**src/rtl/cond_branch_unit.sv**
```systemverilog
// Conditional branch unit: evaluates a 3-bit condition code against a bus operand and
// holds a registered branch-taken flag until the next evaluation or clear.
//
// Parameters:
//   DATA_W     operand width (8..64)
//   PIPE       0: result one cycle after CONin; 1: extra EVAL stage, result two cycles after
// Ports:
//   clk        system clock, rising edge
//   clear      synchronous active-low reset
//   IR_cond    condition code from the instruction register
//   BusMuxOut  operand under test
//   CONin      evaluate strobe, samples IR_cond and BusMuxOut
//   CONclr     synchronous clear of the branch flag
//   CONout     registered branch-taken flag
//   CON_valid  CONout holds a completed evaluation
//   busy       evaluation in flight (PIPE=1 only)
module cond_branch_unit #(
    parameter int unsigned DATA_W = 32,
    parameter int unsigned PIPE   = 0
) (
    input  logic              clk,
    input  logic              clear,
    input  logic [2:0]        IR_cond,
    input  logic [DATA_W-1:0] BusMuxOut,
    input  logic              CONin,
    input  logic              CONclr,
    output logic              CONout,
    output logic              CON_valid,
    output logic              busy
);

    typedef enum logic [1:0] {StIdle, StEval, StDone} state_e;

    state_e            state_q;
    logic [2:0]        cond_q;
    logic [DATA_W-1:0] operand_q;

    // Codes 000-011 keep the legacy brzr/brnz/brpl/brmi meaning.
    function automatic logic cond_eval(input logic [2:0] code, input logic [DATA_W-1:0] op);
        logic msb;
        logic zero;
        msb  = op[DATA_W-1];
        zero = (op == '0);
        unique case (code)
            3'b000:  return zero;
            3'b001:  return !zero;
            3'b010:  return !msb;
            3'b011:  return msb;
            3'b100:  return !msb && !zero;
            3'b101:  return msb || zero;
            3'b110:  return 1'b1;
            default: return 1'b0;
        endcase
    endfunction

    always_ff @(posedge clk) begin
        if (!clear) begin
            state_q   <= StIdle;
            cond_q    <= '0;
            operand_q <= '0;
            CONout    <= 1'b0;
            CON_valid <= 1'b0;
            busy      <= 1'b0;
        end else if (CONin) begin
            // CONin beats CONclr; the clear still drops the old flag first.
            if (CONclr) begin
                CONout <= 1'b0;
            end
            if (PIPE == 0) begin
                CONout    <= cond_eval(IR_cond, BusMuxOut);
                CON_valid <= 1'b1;
                busy      <= 1'b0;
                state_q   <= StDone;
            end else begin
                // A CONin during EVAL simply overwrites the in-flight capture.
                cond_q    <= IR_cond;
                operand_q <= BusMuxOut;
                CON_valid <= 1'b0;
                busy      <= 1'b1;
                state_q   <= StEval;
            end
        end else if (CONclr) begin
            CONout    <= 1'b0;
            CON_valid <= 1'b0;
            busy      <= 1'b0;
            state_q   <= StIdle;
        end else if (state_q == StEval) begin
            CONout    <= cond_eval(cond_q, operand_q);
            CON_valid <= 1'b1;
            busy      <= 1'b0;
            state_q   <= StDone;
        end
    end

endmodule

```
**config.mk**
```make
export PLATFORM = sky130hd
export DESIGN_NAME = cond_branch_unit
export DESIGN_NICKNAME = d
export VERILOG_FILES = /design/src/rtl/cond_branch_unit.sv
export SDC_FILE = /design/constraint.sdc
export NUM_CORES = 1
export LEC_CHECK = 0
export CORE_AREA = 2 2 39 41
export CTS_CLUSTER_DIAMETER = 100
export CTS_CLUSTER_SIZE = 12
export DETAILED_ROUTE_END_ITERATION = 10
export DIE_AREA = 0 0 41 43
export PLACE_DENSITY = 0.7
export SYNTH_ARGS = -nofsm -noshare
export SYNTH_HDL_FRONTEND = slang
export SYNTH_SLANG_ARGS = --single-unit
```
**constraint.sdc**
```tcl
create_clock -name clk -period 2.55 [get_ports clk]
set_input_delay 0.255 -clock clk [delete_from_list [all_inputs] [get_ports clk]]
set_output_delay 0.255 -clock clk [all_outputs]
set_load 0.03 [all_outputs]
```
==> results of run 1 <==
-- cell families (layout without fill, tap and decap cells) --
logic type,Yosys count,after routing
buf+inv,2,44
simple gates,16,16
compound gates,5,5
flops,2,2
other cells,1,1
-- how the worst max path moves through the flow --
| stage | to | depth (start not counted) | startpoint | slack [ns] |
|---|---|---|---|---|
| 2_1_floorplan | CONout | 5 | BusMuxOut[25] | 0.91 |
| 3_3_place_gp | CONout | 6 | BusMuxOut[14] | 0.39 |
| 3_5_place_dp | CONout | 6 | BusMuxOut[17] | 0.38 |
| 4_1_cts | CONout | 6 | BusMuxOut[17] | 0.61 |
| 5_1_grt | CONout | 6 | BusMuxOut[17] | 0.48 |
| 6_report | CONout | 6 | BusMuxOut[17] | 0.63 |
-- critical path, stage by stage --
cell                              delay (ns)
sky130_fd_sc_hd__clkdlybuf4s50_1        0.41
sky130_fd_sc_hd__nor4_2                 0.28
sky130_fd_sc_hd__nand4_1                0.14
sky130_fd_sc_hd__or4_1                  0.50
sky130_fd_sc_hd__and3_1                 0.20
sky130_fd_sc_hd__a211o_1                0.24
-- cells in the mapped netlist --
master	instances	area (µm²)
sky130_fd_sc_hd__nor4_1	4	25.0
sky130_fd_sc_hd__nor4_2	4	50.1
sky130_fd_sc_hd__and3_1	2	12.5
sky130_fd_sc_hd__dfxtp_1	2	40.0
sky130_fd_sc_hd__nand4_1	2	12.5
sky130_fd_sc_hd__a211o_1	1	8.76
sky130_fd_sc_hd__a31oi_1	1	6.26
sky130_fd_sc_hd__buf_4	1	7.51
sky130_fd_sc_hd__conb_1	1	3.75
sky130_fd_sc_hd__inv_1	1	3.75
sky130_fd_sc_hd__nand3b_1	1	7.51
sky130_fd_sc_hd__nor2b_1	1	6.26
sky130_fd_sc_hd__nor4bb_1	1	10.0
sky130_fd_sc_hd__o211ai_1	1	7.51
sky130_fd_sc_hd__o21a_1	1	7.51
sky130_fd_sc_hd__o21ai_0	1	5.00
sky130_fd_sc_hd__or4_1	1	7.51
-- registers in the layout, indices dropped and copies added (netlist names) --
signal     cells
CONout         1
CON_valid      1
-- per-stage QoR --
stage,cells,hold WS [ns],utilization (%),total power [W],setup slack (ns)
2_1_floorplan,26,0.373,-,0.0000518,0.910
5_1_grt,84,0.583,47.5,0.000201,0.484
4_1_cts,84,0.579,47.5,0.000191,0.607
3_5_place_dp,81,0.567,45.8,0.000118,0.384
3_3_place_gp,81,0.573,45.8,0.000118,0.395
6_report,84,0.574,47.5,0.000186,0.626
-- power breakdown --
group / internal, W / switching (W) / leakage, nW
logic: 0.0000607 / 0.0000222 / 0.202
clock network: 0.0000519 / 0.0000171 / 0.0138
registers: 0.0000337 / 0.000000819 / 0.0166
-- layer usage --
metal | vias to the layer above | share of wire, % | wire, µm | track usage [%]
li1 | 194 | - | - | -
met1 | 160 | 39 | 310 | 13.4
met2 | 31 | 48 | 385 | 18.1
met3 | 0 | 13 | 108 | 2.62
met4 | 0 | 0 | 0 | 4.00
met5 | - | 0 | 0 | 0
-- layout make-up --
| class | instances | share of cell area, % |
|---|---|---|
| Sequential cell | 2 | 6.10 |
| Clock buffer | 3 | 3.43 |
| Tap cell | 16 | 3.05 |
| Timing Repair Buffer | 40 | 61.0 |
| Multi-Input combinational cell | 22 | 25.9 |
| Inverter | 1 | 0.571 |
==> out/results.md, run 1 <==
* register-to-register setup slack: 1.76 ns
* WHS Path Cells: 2
* depth of the most critical reg-to-reg path: 2
* hold buffer count at cts: 0
* clock sinks: 2
* simple-gate portion of the synthesized area: 59.3%
* commonest cells after routing, fill and taps aside: 40 x sky130_fd_sc_hd__clkdlybuf4s50_1, 4 x sky130_fd_sc_hd__nor4_2, 4 x sky130_fd_sc_hd__nor4_1
* run status: completed
* r2r startpoint: CONout
* average cell area after synthesis: 8.52 µm²
* worst IR drop on VDD: 0.142 mV
* Hold Path Class: register to register
* width of the chip: 41 µm
* final WL: 804 µm
* FF+latch area: 40.0 µm²
* DP Wirelength: 740 µm
* min-delay src: CON_valid
* Setup TNS: 0 ns
* fraction of final layout cells with drive strength greater than 1: 10.3%
* count of state elements after synthesis: 2
* fraction of synthesized area in multiplexers: 0%
* largest fanout on the critical path: 2
* I/O pin total: 42
* TritonCTS clock tree: yes
* final-report hold violation count: 0
* global router's overall resource usage: 11.1%
* Compound-Gate Fraction of Synth Area: 15.8%
* Setup violations, final: 0
* die area: 1760 µm²
* largest family of logic cells by synthesized area: simple AND/OR/NAND/NOR gates
* type of destination of the critical path: register
* number of warnings issued by yosys: 0
* area of the mapped netlist: 221 µm²
* clock latency reported for the late side of the worst-skew pair: 0.22 ns
* final count of pins violating max slew: 0
* most common cell after layout, fill and taps aside: sky130_fd_sc_hd__clkdlybuf4s50_1
* final estimated routing congestion in global placement: 0.649
* leftover overflow at the end of global routing: 0
* CTS Buf Count: 3
* Vias: 385
* number of setup buffers added after CTS: 0
* portion of the post-synthesis area used by sequential elements: 18.1%
* maximum level of the CTS H-tree: 1
* vias in the first global route: 385
* post-placement cell area: 634 µm²
* max-capacitance violation count: 0
* WL per Instance: 9.57 µm
* number of routed nets with antenna violations: 0
* Bufs on Longest Clock Path: 2
* Initial Utilization: 16.0%
* row count: 14
* number of gates resized after cts: 0
* Post-Synthesis Net Count: 65
* pin count of the biggest net entering global routing: 5
* clock edge transition at the registers on the reported setup and hold paths: 0.03 ns
* FILL cells: 143
* Area Overhead vs Synth: 197%
* fin crit share: 75.5%
* final period demand of the worst path: 1.92 ns
* unrepaired setup endpoints after global routing: false
* CTS Root Buffer Type: sky130_fd_sc_hd__clkbuf_4
* XOR/XNOR share of the synthesized area: 0%
* data arrival time of the critical path: 2.03 ns
* first-pass GRT wire length: 1370 µm
* total DRC errors in the routed layout: 0
* Gate Count Post-Synth: 26
* count of buffers inserted at the top-level ports: 40
* antenna diode instance count: 0
* sort of element at the start of the critical path: input pin
* capturing point of the worst reg2reg path: CONout
* vertical die dimension: 43 µm
* antenna violations before repair: 0
* fmax: 0.520 GHz
* Vias/cell: 4.58
* finished layout cell area: 657 µm²
* Netlist cell types: 17
* starting DRC count in detailed routing: 2
* leak pwr: 0.232 nW
* area of the placeable core: 1380 µm²
* WHS Endpoint: CON_valid
* multi-input combinational cell area: 170 µm²
* Layout Skew: 0 ns
* power density over the cells: 284 nW/µm²
* # nets final: 109
* CP required: 2.66 ns
* first-pass detailed-route iteration total: 2
* post-synthesis share of cell area spent on full adders, half adders and majority gates: 0%
* class of the most critical setup path: input pin to register
No activity file was read; power rests on OpenSTA's default activity.
==> run 2: changes to the inputs <==
Clock period 2.55 ns to 1.9 ns, I/O delays scaled along.
==> run 2 against run 1 <==
Net effect:
- combinational power increased by 36%
- clock-buffer cell count is the same
- sequential cell count unchanged
- routed wire length up 16%
- highest routed layer unchanged
- critical path type unchanged
==> out/results.md, run 2 (synthesis gave the netlist of run 1 again) <==
* finished layout cell area: 722 µm², +9.9%
* antenna violations before repair: 0, unchanged
* max incr delay on CP: 0.45 ns, -0.05 ns
* type of destination of the critical path: register
* leak pwr: 0.348 nW, +50%
* total DRC errors in the routed layout: 0, unchanged
* Area Overhead vs Synth: 226%
* pin count of the biggest net entering global routing: 5, unchanged
* clock sinks: 2, unchanged
* TritonCTS clock tree: yes
* Post-Layout Cell Count: 87, +3.6%
* worst IR drop on VDD: 0.190 mV, +33%
* vertical die dimension: 43 µm, unchanged
* power density over the cells: 345 nW/µm², +21%
* final period demand of the worst path: 1.83 ns
* # nets final: 112, +2.8%
* first-pass GRT wire length: 1370 µm, unchanged
* hold buffer count at cts: 0, unchanged
* vias in the first global route: 408, +6.0%
* number of routed nets with antenna violations: 0, unchanged
* clock edge transition at the registers on the reported setup and hold paths: 0.03 ns, about the same
* P_int: 0.000195 W, +34%
* standard cell with the maximum stage delay on the critical path: sky130_fd_sc_hd__or4_4
* series of cell instances along the critical path: clkdlybuf4s50_1 > nor4_1 > nand4_1 > or4_4 > and3_4 > a211o_1
* post-placement cell area: 642 µm², +1.2%
* Place WS: -0.195 ns, -0.579 ns
* Vias: 402, +4.4%
* Hold Path Class: register to register
* final-report hold violation count: 0, unchanged
* starting DRC count in detailed routing: 1, -1
* data arrival time of the critical path: 1.93 ns, -0.10 ns
* Setup violations, final: 0, unchanged
* width of the chip: 41 µm, unchanged
* sw frac: 21.5%, -0.024 points
* Sequential Power Share: 18.6%, about the same
* antenna diode instance count: 0, unchanged
* WL per Instance: 10.7 µm, +12%
* CP required: 2.00 ns, -0.66 ns
* Initial Utilization: 16.0%, unchanged
* area of the placeable core: 1380 µm², unchanged
* Comb power frac: 45.3%, +0.8 points
* Regs by FF count: CON_valid x1, CONout x1
* Vias/cell: 4.62, +0.82%
* Layout Skew: 0 ns, unchanged
* fin crit share: 96.3%
* CTS Root Buffer Type: sky130_fd_sc_hd__clkbuf_4
* row count: 14, unchanged
* FILL cells: 136, -4.9%
* count of buffers inserted at the top-level ports: 40, unchanged
* most common cell after layout, fill and taps aside: sky130_fd_sc_hd__clkdlybuf4s50_1
* first-pass detailed-route iteration total: 2, unchanged
* die area: 1760 µm², unchanged
* class of the most critical setup path: input pin to register
* clock latency reported for the late side of the worst-skew pair: 0.22 ns, about the same
* Clk pwr share: 36.1%, -0.9 points
* I/O pin total: 42, unchanged
* Worst Slack Setup Final: 0.0712 ns, -0.554 ns
* sort of element at the start of the critical path: input pin
* run status: completed
* final estimated routing congestion in global placement: 0.665, +2.4%
* fmax: 0.547 GHz
* leftover overflow at the end of global routing: 0, unchanged
* max-capacitance violation count: 0, unchanged
* total placed cells including tap cells: 82, +1.2%
* DP Wirelength: 751 µm, +1.5%
* net switching component of the power: 0.0000535 W, +33%
* largest fanout on the critical path: 2, unchanged
* commonest cells after routing, fill and taps aside: 29 x sky130_fd_sc_hd__clkdlybuf4s50_1, 11 x sky130_fd_sc_hd__dlymetal6s2s_1, 5 x sky130_fd_sc_hd__nor4_2
* Setup TNS: 0 ns, unchanged
* global router's overall resource usage: 11.1%, unchanged
* final WL: 929 µm, +16%
* Bufs on Longest Clock Path: 2, unchanged
* final count of pins violating max slew: 0, unchanged
* maximum level of the CTS H-tree: 1, unchanged
* fraction of final layout cells with drive strength greater than 1: 18.3%, +8.0 points
* CTS Buf Count: 3, unchanged
[run 2: cell types whose count changed in the layout (fill, tap and decap cells not counted)]
cell,previous run,this run
sky130_fd_sc_hd__and3_1,2,1
sky130_fd_sc_hd__and3_4,0,1
sky130_fd_sc_hd__or4_1,1,0
sky130_fd_sc_hd__nor4_1,4,3
sky130_fd_sc_hd__clkdlybuf4s50_1,40,29
sky130_fd_sc_hd__dlymetal6s2s_1,0,11
sky130_fd_sc_hd__buf_4,0,3
sky130_fd_sc_hd__nor4_2,4,5
sky130_fd_sc_hd__or4_4,0,1
[run 2: final timing paths]
kind,cells after the start,slack (ns),end,start
setup / recovery,6,0.07,CONout,BusMuxOut[2]
hold / removal,2,0.57,CON_valid,CON_valid
hold reg to reg,2,0.57,CON_valid,CON_valid
setup reg to reg,2,1.11,CONout,CONout
[run 2: power by group through the flow]
| stage | sequential (W) | clock, W | combinational, W |
|---|---|---|---|
| after floorplan | 0.0000525 | 0 | 0.0000170 |
| after global placement | 0.0000467 | 0 | 0.000113 |
| after detailed placement | 0.0000468 | 0 | 0.000113 |
| after CTS | 0.0000463 | 0.0000942 | 0.000114 |
| after global routing | 0.0000464 | 0.000104 | 0.000120 |
| final | 0.0000463 | 0.0000898 | 0.000113 |
[run 2: per-layer routing]
layer  global-route usage, %  wire length, µm  vias to the layer above
li1                        -                -                      201
met4                    4.00                0                        0
met2                    20.3              446                       31
met5                       0                0                        -
met3                    4.71              136                        0
met1                    9.87              347                      170
[run 2: layout make-up]
class	instances	area, µm²	area share [%]
Clock buffer	3	22.5	3.12
Inverter	1	3.75	0.520
Multi-Input combinational cell	22	185	25.6
Sequential cell	2	40.0	5.55
Tap cell	16	20.0	2.77
Timing Repair Buffer	43	450	62.4
[run 2: critical path: cells and delay by family]
family / cells / cell delay (ns)
and+or+nand+nor: 4 / 1.11
AOI/OAI and AO/OA: 1 / 0.24
buffers and inverters: 1 / 0.40
[run 2: repair_timing]
item / 4_1_cts / 5_1_grt
endpoints found under the setup margin: 0 / 1
endpoints found under the hold margin: 0 / 0
resized for setup: 0 / 14
setup buffers: 0 / 2
[run 2: metrics by stage]
| step | util (%) | total power (W) | hold WS, ns |
|---|---|---|---|
| finish | 52.2 | 0.000249 | 0.573 |
| global route | 52.2 | 0.000271 | 0.585 |
| CTS | 48.0 | 0.000254 | 0.578 |
| detailed placement | 46.4 | 0.000160 | 0.566 |
| global placement | 46.4 | 0.000159 | 0.572 |
| floorplan | - | 0.0000695 | 0.308 |
==> run 3: changes to the inputs <==
Settings changed: DONT_BUFFER_PORTS from default to 1, PLACE_DENSITY 0.7 to default.
Clock period 1.9 ns to 2.3 ns, I/O delays scaled along.
==> run 3 against run 2 <==
Net effect:
- setup slack improved by 0.78 ns
- non-clock buffer count shrank 43
- sequential power shrank 6.3%
- clock skew unchanged
- clock power shrank 13%
- via count fell by 37%
- largest cell class is now multi-input gates
==> out/results.md, run 3 (synthesis gave the netlist of run 1 again) <==
* final-report hold violation count: 0, unchanged
* area of the placeable core: 1380 µm², unchanged
* starting DRC count in detailed routing: 0, -1
* pin count of the biggest net entering global routing: 5, unchanged
* fmax: 0.690 GHz
* die area: 1760 µm², unchanged
* clock edge transition at the registers on the reported setup and hold paths: 0.03 ns, about the same
* clock sinks: 2, unchanged
* row count: 14, unchanged
* class of the most critical setup path: input pin to register
* number of setup buffers added after CTS: 0, unchanged
* Sequential Power Share: 32.2%, +14 points
* type of destination of the critical path: register
* Area Overhead vs Synth: 15.8%
* CP required: 2.41 ns, +0.41 ns
* fraction of final layout cells with drive strength greater than 1: 25.0%, +6.7 points
* antenna diode instance count: 0, unchanged
* total placed cells including tap cells: 41, -50%
* Setup TNS: 0 ns, unchanged
* Vias: 252, -37%
* standard cell with the maximum stage delay on the critical path: sky130_fd_sc_hd__or4_1
* sort of element at the start of the critical path: input pin
* total DRC errors in the routed layout: 0, unchanged
* P_int: 0.000103 W, -47%
* number of gates resized after cts: 0, unchanged
* leak pwr: 0.0764 nW, -78%
* final core utilization: 18.5%, -34 points
* width of the chip: 41 µm, unchanged
* final count of pins violating max slew: 0, unchanged
* post-placement cell area: 234 µm², -64%
* commonest cells after routing, fill and taps aside: 4 x sky130_fd_sc_hd__nor4_2, 4 x sky130_fd_sc_hd__nor4_1, 3 x sky130_fd_sc_hd__clkbuf_4
* antenna violations before repair: 0, unchanged
* max incr delay on CP: 0.50 ns, +0.05 ns
* Clk pwr share: 57.6%, +22 points
* vertical die dimension: 43 µm, unchanged
* depth of the most critical reg-to-reg path: 2, unchanged
* net switching component of the power: 0.0000321 W, -40%
* global router's overall resource usage: 8.21%, -2.9 points
* Layout Skew: 0 ns, unchanged
* unrepaired setup endpoints after global routing: false
* power density over the cells: 526 nW/µm², +53%
* Hold Path Class: input pin to register
* count of buffers inserted at the top-level ports: 0, -100%
* TritonCTS clock tree: yes
* Regs by FF count: CON_valid x1, CONout x1
* Bufs on Longest Clock Path: 2, unchanged
* max-capacitance violation count: 0, unchanged
* I/O pin total: 42, unchanged
* first-pass detailed-route iteration total: 1, -1
* series of cell instances along the critical path: nor4_2 > nand4_1 > or4_1 > and3_1 > a211o_1
* number of routed nets with antenna violations: 0, unchanged
* sw frac: 23.8%, +2.3 points
* WL per Instance: 16.0 µm, +50%
* Comb power frac: 10.2%, -35 points
* fin crit share: 63.0%
* worst IR drop on VDD: 0.0702 mV, -63%
* CTS Root Buffer Type: sky130_fd_sc_hd__clkbuf_4
* WHS Path Cells: 1, -1
* maximum level of the CTS H-tree: 1, unchanged
* Vias/cell: 5.73, +24%
* # nets final: 69, -38%
* largest fanout on the critical path: 2, unchanged
* finished layout cell area: 256 µm², -64%
* Initial Utilization: 16.0%, unchanged
* first-pass GRT wire length: 952 µm, -30%
* CTS Buf Count: 3, unchanged
* leftover overflow at the end of global routing: 0, unchanged
* vias in the first global route: 276, -32%
* run status: completed
* final WL: 705 µm, -24%
* data arrival time of the critical path: 1.56 ns, -0.37 ns
* final estimated routing congestion in global placement: 0.653, -1.8%
* Post-Layout Cell Count: 44, -49%
* final period demand of the worst path: 1.45 ns
* clock latency reported for the late side of the worst-skew pair: 0.23 ns, about the same
* Setup violations, final: 0, unchanged
* hold buffer count at cts: 0, unchanged
[run 3: changes by cell type in the layout (fill, tap and decap cells not counted)]
cell                              change
sky130_fd_sc_hd__and3_1               +1
sky130_fd_sc_hd__nor4_1               +1
sky130_fd_sc_hd__nor4_2               -1
sky130_fd_sc_hd__and3_4               -1
sky130_fd_sc_hd__buf_4                -3
sky130_fd_sc_hd__or4_1                +1
sky130_fd_sc_hd__clkdlybuf4s50_1     -29
sky130_fd_sc_hd__dlymetal6s2s_1      -11
sky130_fd_sc_hd__or4_4                -1
[run 3: final cells by class]
cell class              count  area (µm²)
clock buffers               3        22.5
fillers                   159        1130
inverters                   1        3.75
multi-input cells          22         170
flip-flops and latches      2        40.0
well taps                  16        20.0
[run 3: path summary, 6_finish.rpt]
path         slack, ns        end           from
max               0.85     CONout  BusMuxOut[17]
min reg2reg       0.77  CON_valid      CON_valid
max reg2reg       1.36     CONout         CONout
min               0.12  CON_valid          clear
[run 3: per-stage QoR]
| step | total power, W | hold slack (ns) | worst slack (ns) |
|---|---|---|---|
| after floorplan | 0.0000574 | 0.348 | 0.685 |
| after global placement | 0.0000572 | 0.348 | 0.612 |
| after detailed placement | 0.0000575 | 0.354 | 0.610 |
| after CTS | 0.000139 | 0.117 | 0.841 |
| after global routing | 0.000143 | 0.126 | 0.743 |
| final | 0.000135 | 0.123 | 0.850 |
[run 3: worst max-delay path, delay by kind of cell]
family           cells  cell delay, ns
AO/OA/AOI/OAI        1            0.24
AND/OR/NAND/NOR      4            1.09
[run 3: power by group through the flow]
| stage | Combinational [W] | Clock [W] | Sequential [W] |
|---|---|---|---|
| CTS | 0.0000138 | 0.0000820 | 0.0000434 |
| detailed placement | 0.0000137 | 0 | 0.0000439 |
| global placement | 0.0000134 | 0 | 0.0000438 |
| global route | 0.0000152 | 0.0000839 | 0.0000437 |
| floorplan | 0.0000140 | 0 | 0.0000434 |
| finish | 0.0000137 | 0.0000777 | 0.0000434 |
[run 3: layer usage]
| metal | wire, µm | GRT usage (%) | vias to the layer above |
|---|---|---|---|
| li1 | - | - | 114 |
| met1 | 223 | 8.28 | 104 |
| met2 | 355 | 12.5 | 32 |
| met3 | 114 | 2.09 | 2 |
| met4 | 11 | 8.00 | 0 |
| met5 | 0 | 0 | - |
==> patch 1 (flow settings as in run 2) <==
The parameter `DATA_W` goes from 32 to 40.
--- a/src/rtl/cond_branch_unit.sv
+++ b/src/rtl/cond_branch_unit.sv
@@ -16,5 +16,5 @@
 //   busy       evaluation in flight (PIPE=1 only)
 module cond_branch_unit #(
-    parameter int unsigned DATA_W = 32,
+    parameter int unsigned DATA_W = 40,
     parameter int unsigned PIPE   = 0
 ) (
Interface: changed (resized BusMuxOut); port bits go from 42 to 50. No check against the original RTL was run, so the function may have changed too.
==> patch 1 against run 2 <==
- sequential cell count unchanged
- critical path type unchanged
- maximum frequency is 5.4% higher
- synthesized cell count increased by 15%
- cell count is 10% higher
- power rose by 6.0%
- combinational power is 12% higher
- setup slack better by 93 ps
- wire length up 14%
- core utilization up 1.7 points
- critical endpoint unchanged
- sequential share of layout area down 0.18 points
- hold slack improved by 0.88 ps
- final area grew 3.3%
- synthesized area rose by 4.0%
- clock power about the same
==> patch 1: results (changes against run 2) <==
Parameter                              Value

Setup path
  Slowest stage cell on the critical path ... clkdlybuf4s50_1
  Critical path data arrival time ... 1900 ps (-30 ps)
  Kind of cell adding the most delay to the critical path ... simple AND/OR/NAND/NOR gates
  CP peak stage delay ... 400 ps (-50 ps)
  Largest fanout on the critical path ... 2 (unchanged)

Logic synthesis
  Main area contributors after synthesis ... nor4_1 22%, dfxtp_1 17%, nor4_2 11%, nand4_1 5.4%, or4bb_1 4.9%
  XOR/XNOR Fraction of Synth Area ... 0 (unchanged)
  Adder-cell share of the synthesized area ... 0 (unchanged)
  Share of cell area taken by muxes after synthesis ... 0 (unchanged)
  Synthesized Nets ... 77 (+18%)
  Area fraction in compound gates after synthesis ... 0.1739 (+0.01572)
  Number of distinct library cells after synthesis ... 18 (+1)
  Share of synthesized flip-flops with an asynchronous set or reset ... 0 (unchanged)
  Flip-flop cell with the highest count after synthesis ... dfxtp_1
  Yosys warnings ... 0 (unchanged)
  Proportion of synthesized chip area in sequential cells ... 0.1739 (-0.006878)

Cells and area
  Diode insertion count for antenna repair ... 0 (unchanged)
  Total number of nets in the final design ... 129 (+15%)
  Regs by FF count ... CON_valid: 1 flops, CONout: 1 flops
  Fraction of final layout cells with drive strength greater than 1 ... 0.07500 (-0.1081)
  Filler cells ... 138 (+1.5%)

Place
  RePlAce Congestion ... 0.5863 (-12%)
  DPL Wire Length ... 968.9 um (+29%)
  Pre-CTS setup slack ... -63.09 ps (+132.0 ps)
  Port Buf Inserts ... 48 (+20%)

Timing
  Worst clock skew on the final layout ... 0 ps (unchanged)

Hold path
  Type of the tightest min-delay check ... reg2reg

Clock tree
  Clock-pin slew on the worst setup and hold paths ... 30 ps (about the same)
  Total of cells resized after clock tree synthesis ... 0 (unchanged)
  Number of buffers inserted to repair setup after CTS ... 0 (unchanged)
  Root Buffer Master ... clkbuf_4
  Clock tree buffer depth ... 2 (unchanged)
  Clock network latency to the later pin of the worst-skew pair ... 220 ps (about the same)
  Number of buffers inserted during clock tree synthesis ... 3 (unchanged)
  Number of H-tree levels ... 1 (unchanged)

Global route
  Pin count of the biggest net entering global routing ... 5 (unchanged)
  First-pass GRT wire length ... 1704 um (+25%)
  Vias in the first global route ... 456 (+12%)
  Global-route total usage across every layer ... 0.1363 (+0.02516)
  Antenna violations before repair ... 0 (unchanged)

Detailed routing
  Drt first pass iters ... 3 (+1)
  DR vias/cell ... 4.438 (-4.0%)
  Average routed wire per standard cell ... 11.07 um (+3.7%)
  Violation count after the first detailed-route iteration ... 4 (+3)

Power
  Combinational Power ... 127 uW (+12%)
  Highest ir drop seen on vdd ... 0.0003034 V (+60%)
  Cell leakage power ... 0.0002613 uW (-25%)
  Sequential cell fraction of total power ... 0.176 (-0.010)
  Sw Share ... 0.2036 (-0.01156)

Outcome
  Result of the run ... finished clean
[patch 1: cell count changes in the layout (fill, tap and decap cells not counted), moves of 2 or more]
cell,change
nor4_1,+5
nand3_1,+2
buf_4,-3
nor4_2,-3
clkdlybuf4s50_1,+19
dlymetal6s2s_1,-11
[patch 1: logic make-up (layout without fill, tap and decap cells)]
family	Yosys count	in the layout
DFF	2	2
and+or+nand+nor	19	19
AOI/OAI and AO/OA	5	5
other	1	1
buffers and inverters	3	53
[patch 1: stage by stage]
step	TNS, ps	instance area [um^2]	utilization	power, uW	instances
2_1_floorplan	0	230.2	-	69.94	30
3_3_place_gp	-63.68	723.2	0.5226	173.1	93
3_5_place_dp	-63.09	723.2	0.5226	174.4	93
4_1_cts	0	745.7	0.5389	269.3	96
5_1_grt	0	745.7	0.5389	281.3	96
6_report	0	745.7	0.5389	263.7	96
[patch 1: final cells by class]
type	count	area (um^2)	share of cell area
inverter	2	7.507	0.01007
clock buffer	3	22.52	0.03020
multi-input combinational	25	175.2	0.2349
sequential	2	40.04	0.05369
timing repair buffer	48	480.5	0.6443
tap	16	20.02	0.02685
[patch 1: worst register-to-register path, cell delays in order, from the launching register on]
cell	delay [ps]
dfxtp_1	320
or4bb_1	390
nand3_1	90
[patch 1: final timing paths]
path | from | slack, ps | endpoint | cells past startpoint
worst min register to register | CON_valid | 570 | CON_valid | 2
worst min-delay path | CON_valid | 570 | CON_valid | 2
worst max register to register | CONout | 1040 | CONout | 2
worst max-delay path | BusMuxOut[21] | 160 | CONout | 6
[patch 1: routing by layer]
layer | GRT usage | vias to the layer above | wire length [um]
met5 | 0 | - | 0
met4 | 0.04000 | 0 | 0
met3 | 0.05236 | 0 | 139
met2 | 0.2188 | 21 | 509
met1 | 0.1597 | 179 | 414
li1 | - | 226 | -
==> patch 2 (settings of run 2) <==
Made on the original files. Register the output `CONout` once more; this adds one clock of latency there. The other outputs are not delayed to match. Comments in the files are not updated.
--- a/src/rtl/cond_branch_unit.sv
+++ b/src/rtl/cond_branch_unit.sv
@@ -32,4 +32,6 @@
     typedef enum logic [1:0] {StIdle, StEval, StDone} state_e;
 
+    logic CONout_s0;
+
     state_e            state_q;
     logic [2:0]        cond_q;
@@ -59,5 +61,5 @@
             cond_q    <= '0;
             operand_q <= '0;
-            CONout    <= 1'b0;
+            CONout_s0 <= 1'b0;
             CON_valid <= 1'b0;
             busy      <= 1'b0;
@@ -65,8 +67,8 @@
             // CONin beats CONclr; the clear still drops the old flag first.
             if (CONclr) begin
-                CONout <= 1'b0;
+                CONout_s0 <= 1'b0;
             end
             if (PIPE == 0) begin
-                CONout    <= cond_eval(IR_cond, BusMuxOut);
+                CONout_s0 <= cond_eval(IR_cond, BusMuxOut);
                 CON_valid <= 1'b1;
                 busy      <= 1'b0;
@@ -81,10 +83,10 @@
             end
         end else if (CONclr) begin
-            CONout    <= 1'b0;
+            CONout_s0 <= 1'b0;
             CON_valid <= 1'b0;
             busy      <= 1'b0;
             state_q   <= StIdle;
         end else if (state_q == StEval) begin
-            CONout    <= cond_eval(cond_q, operand_q);
+            CONout_s0 <= cond_eval(cond_q, operand_q);
             CON_valid <= 1'b1;
             busy      <= 1'b0;
@@ -93,4 +95,8 @@
     end
 
+    always_ff @(posedge clk) begin
+        CONout <= CONout_s0;
+    end
+
 endmodule
 
Function: changed (Yosys sat finds a counterexample within 4 cycles, from zero or initial values).
==> patch 2 against run 2 <==
- synthesized area rose by 9.0%
- wire length rose by 9.7%
- largest cell class unchanged
- final area rose by 4.2%
- sequential power rose by 49%
- via count rose by 1.0%
- sequential cell count rose by 1
- power rose by 17%
- setup slack got worse by 14 ps
- maximum frequency fell by 0.74%
- hold slack got worse by 230 ps
- critical endpoint is now CONout_s0
==> patch 2: results (changes against run 2) <==
Parameter                              Value

Cells and area
  Non-Clock Buffer Area Fraction ... 0.5990 (-0.02492)
  Filler cells ... 140 (+2.9%)
  Register fraction of the total cell area ... 0.07987 (+0.02441)
  Fraction of area in multi-input gates ... 0.2546 (-0.001924)
  Fraction of final layout cells with drive strength greater than 1 ... 0.1806 (-0.002543)

Detailed routing
  Met3 wirelength from detailed routing ... 147 um (+8.1%)
  Violation count after the first detailed-route iteration ... 4 (+3)
  Drt first pass iters ... 4 (+2)
  Vias after detailed routing ... 406 (+1.0%)
  Routed met1 length ... 377 um (+8.6%)

Global route
  Global-route track usage on met3 ... 0.08377 (+0.03665)
  Global-route total usage across every layer ... 0.1261 (+0.01502)
  Met2 track demand over resource ... 0.1938 (-0.009375)
  Vias in the first global route ... 420 (+2.9%)
  Fraction of met1 tracks used by global routing ... 0.1146 (+0.01592)

Hold path
  Worst Hold Path EP ... CONout
  Cell depth of the worst min-delay path ... 0 (-2)

Setup path
  R2r endpoint ... CONout_s0
  Reg2Reg Launch Point ... CONout_s0

Place
  RePlAce Congestion ... 0.6666 (+0.27%)

Timing
  Final min period ... 1842 ps (+13.62 ps)
  Worst clock skew on the final layout ... 0.02165 ps (+0.02165 ps)

Logic synthesis
  Synthesized Nets ... 66 (+1.5%)
  Area fraction in compound gates after synthesis ... 0.1451 (-0.01311)
  Proportion of synthesized chip area in sequential cells ... 0.2487 (+0.06791)

Outcome
  Result of the run ... finished clean

Power
  Internal power consumption ... 225.1 uW (+15%)
==> patch 2: cell families (layout without fill, tap and decap cells) <==
family | Yosys count | in the layout
buf+inv | 2 | 47
flops | 3 | 3
compound gates | 5 | 5
simple gates | 16 | 16
other cells | 1 | 1
==> patch 2: repair_timing <==
item	in CTS	in global routing
buffers inserted	0	1
hold buffers	0	0
resized for setup	0	18
endpoints found under the setup margin	0	1
==> patch 2: through the flow <==
stage | power [uW] | cell area [um^2] | utilization | std cells | hold WS (ps)
floorplan | 92.54 | 241.5 | - | 27 | 307.5
global placement | 181.1 | 661.9 | 0.4783 | 83 | 332.2
detailed placement | 182.2 | 661.9 | 0.4783 | 83 | 335.8
CTS | 300.4 | 688.2 | 0.4973 | 87 | 344.1
global route | 308.8 | 752.0 | 0.5434 | 88 | 360.6
finish | 290.3 | 752.0 | 0.5434 | 88 | 341.6
==> patch 2: worst max-delay path: stages <==
cell and delay [ps]:
clkdlybuf4s50_1 430, nor4_2 270, nand4_1 160, or4_4 440
and3_4 190, a211o_1 280
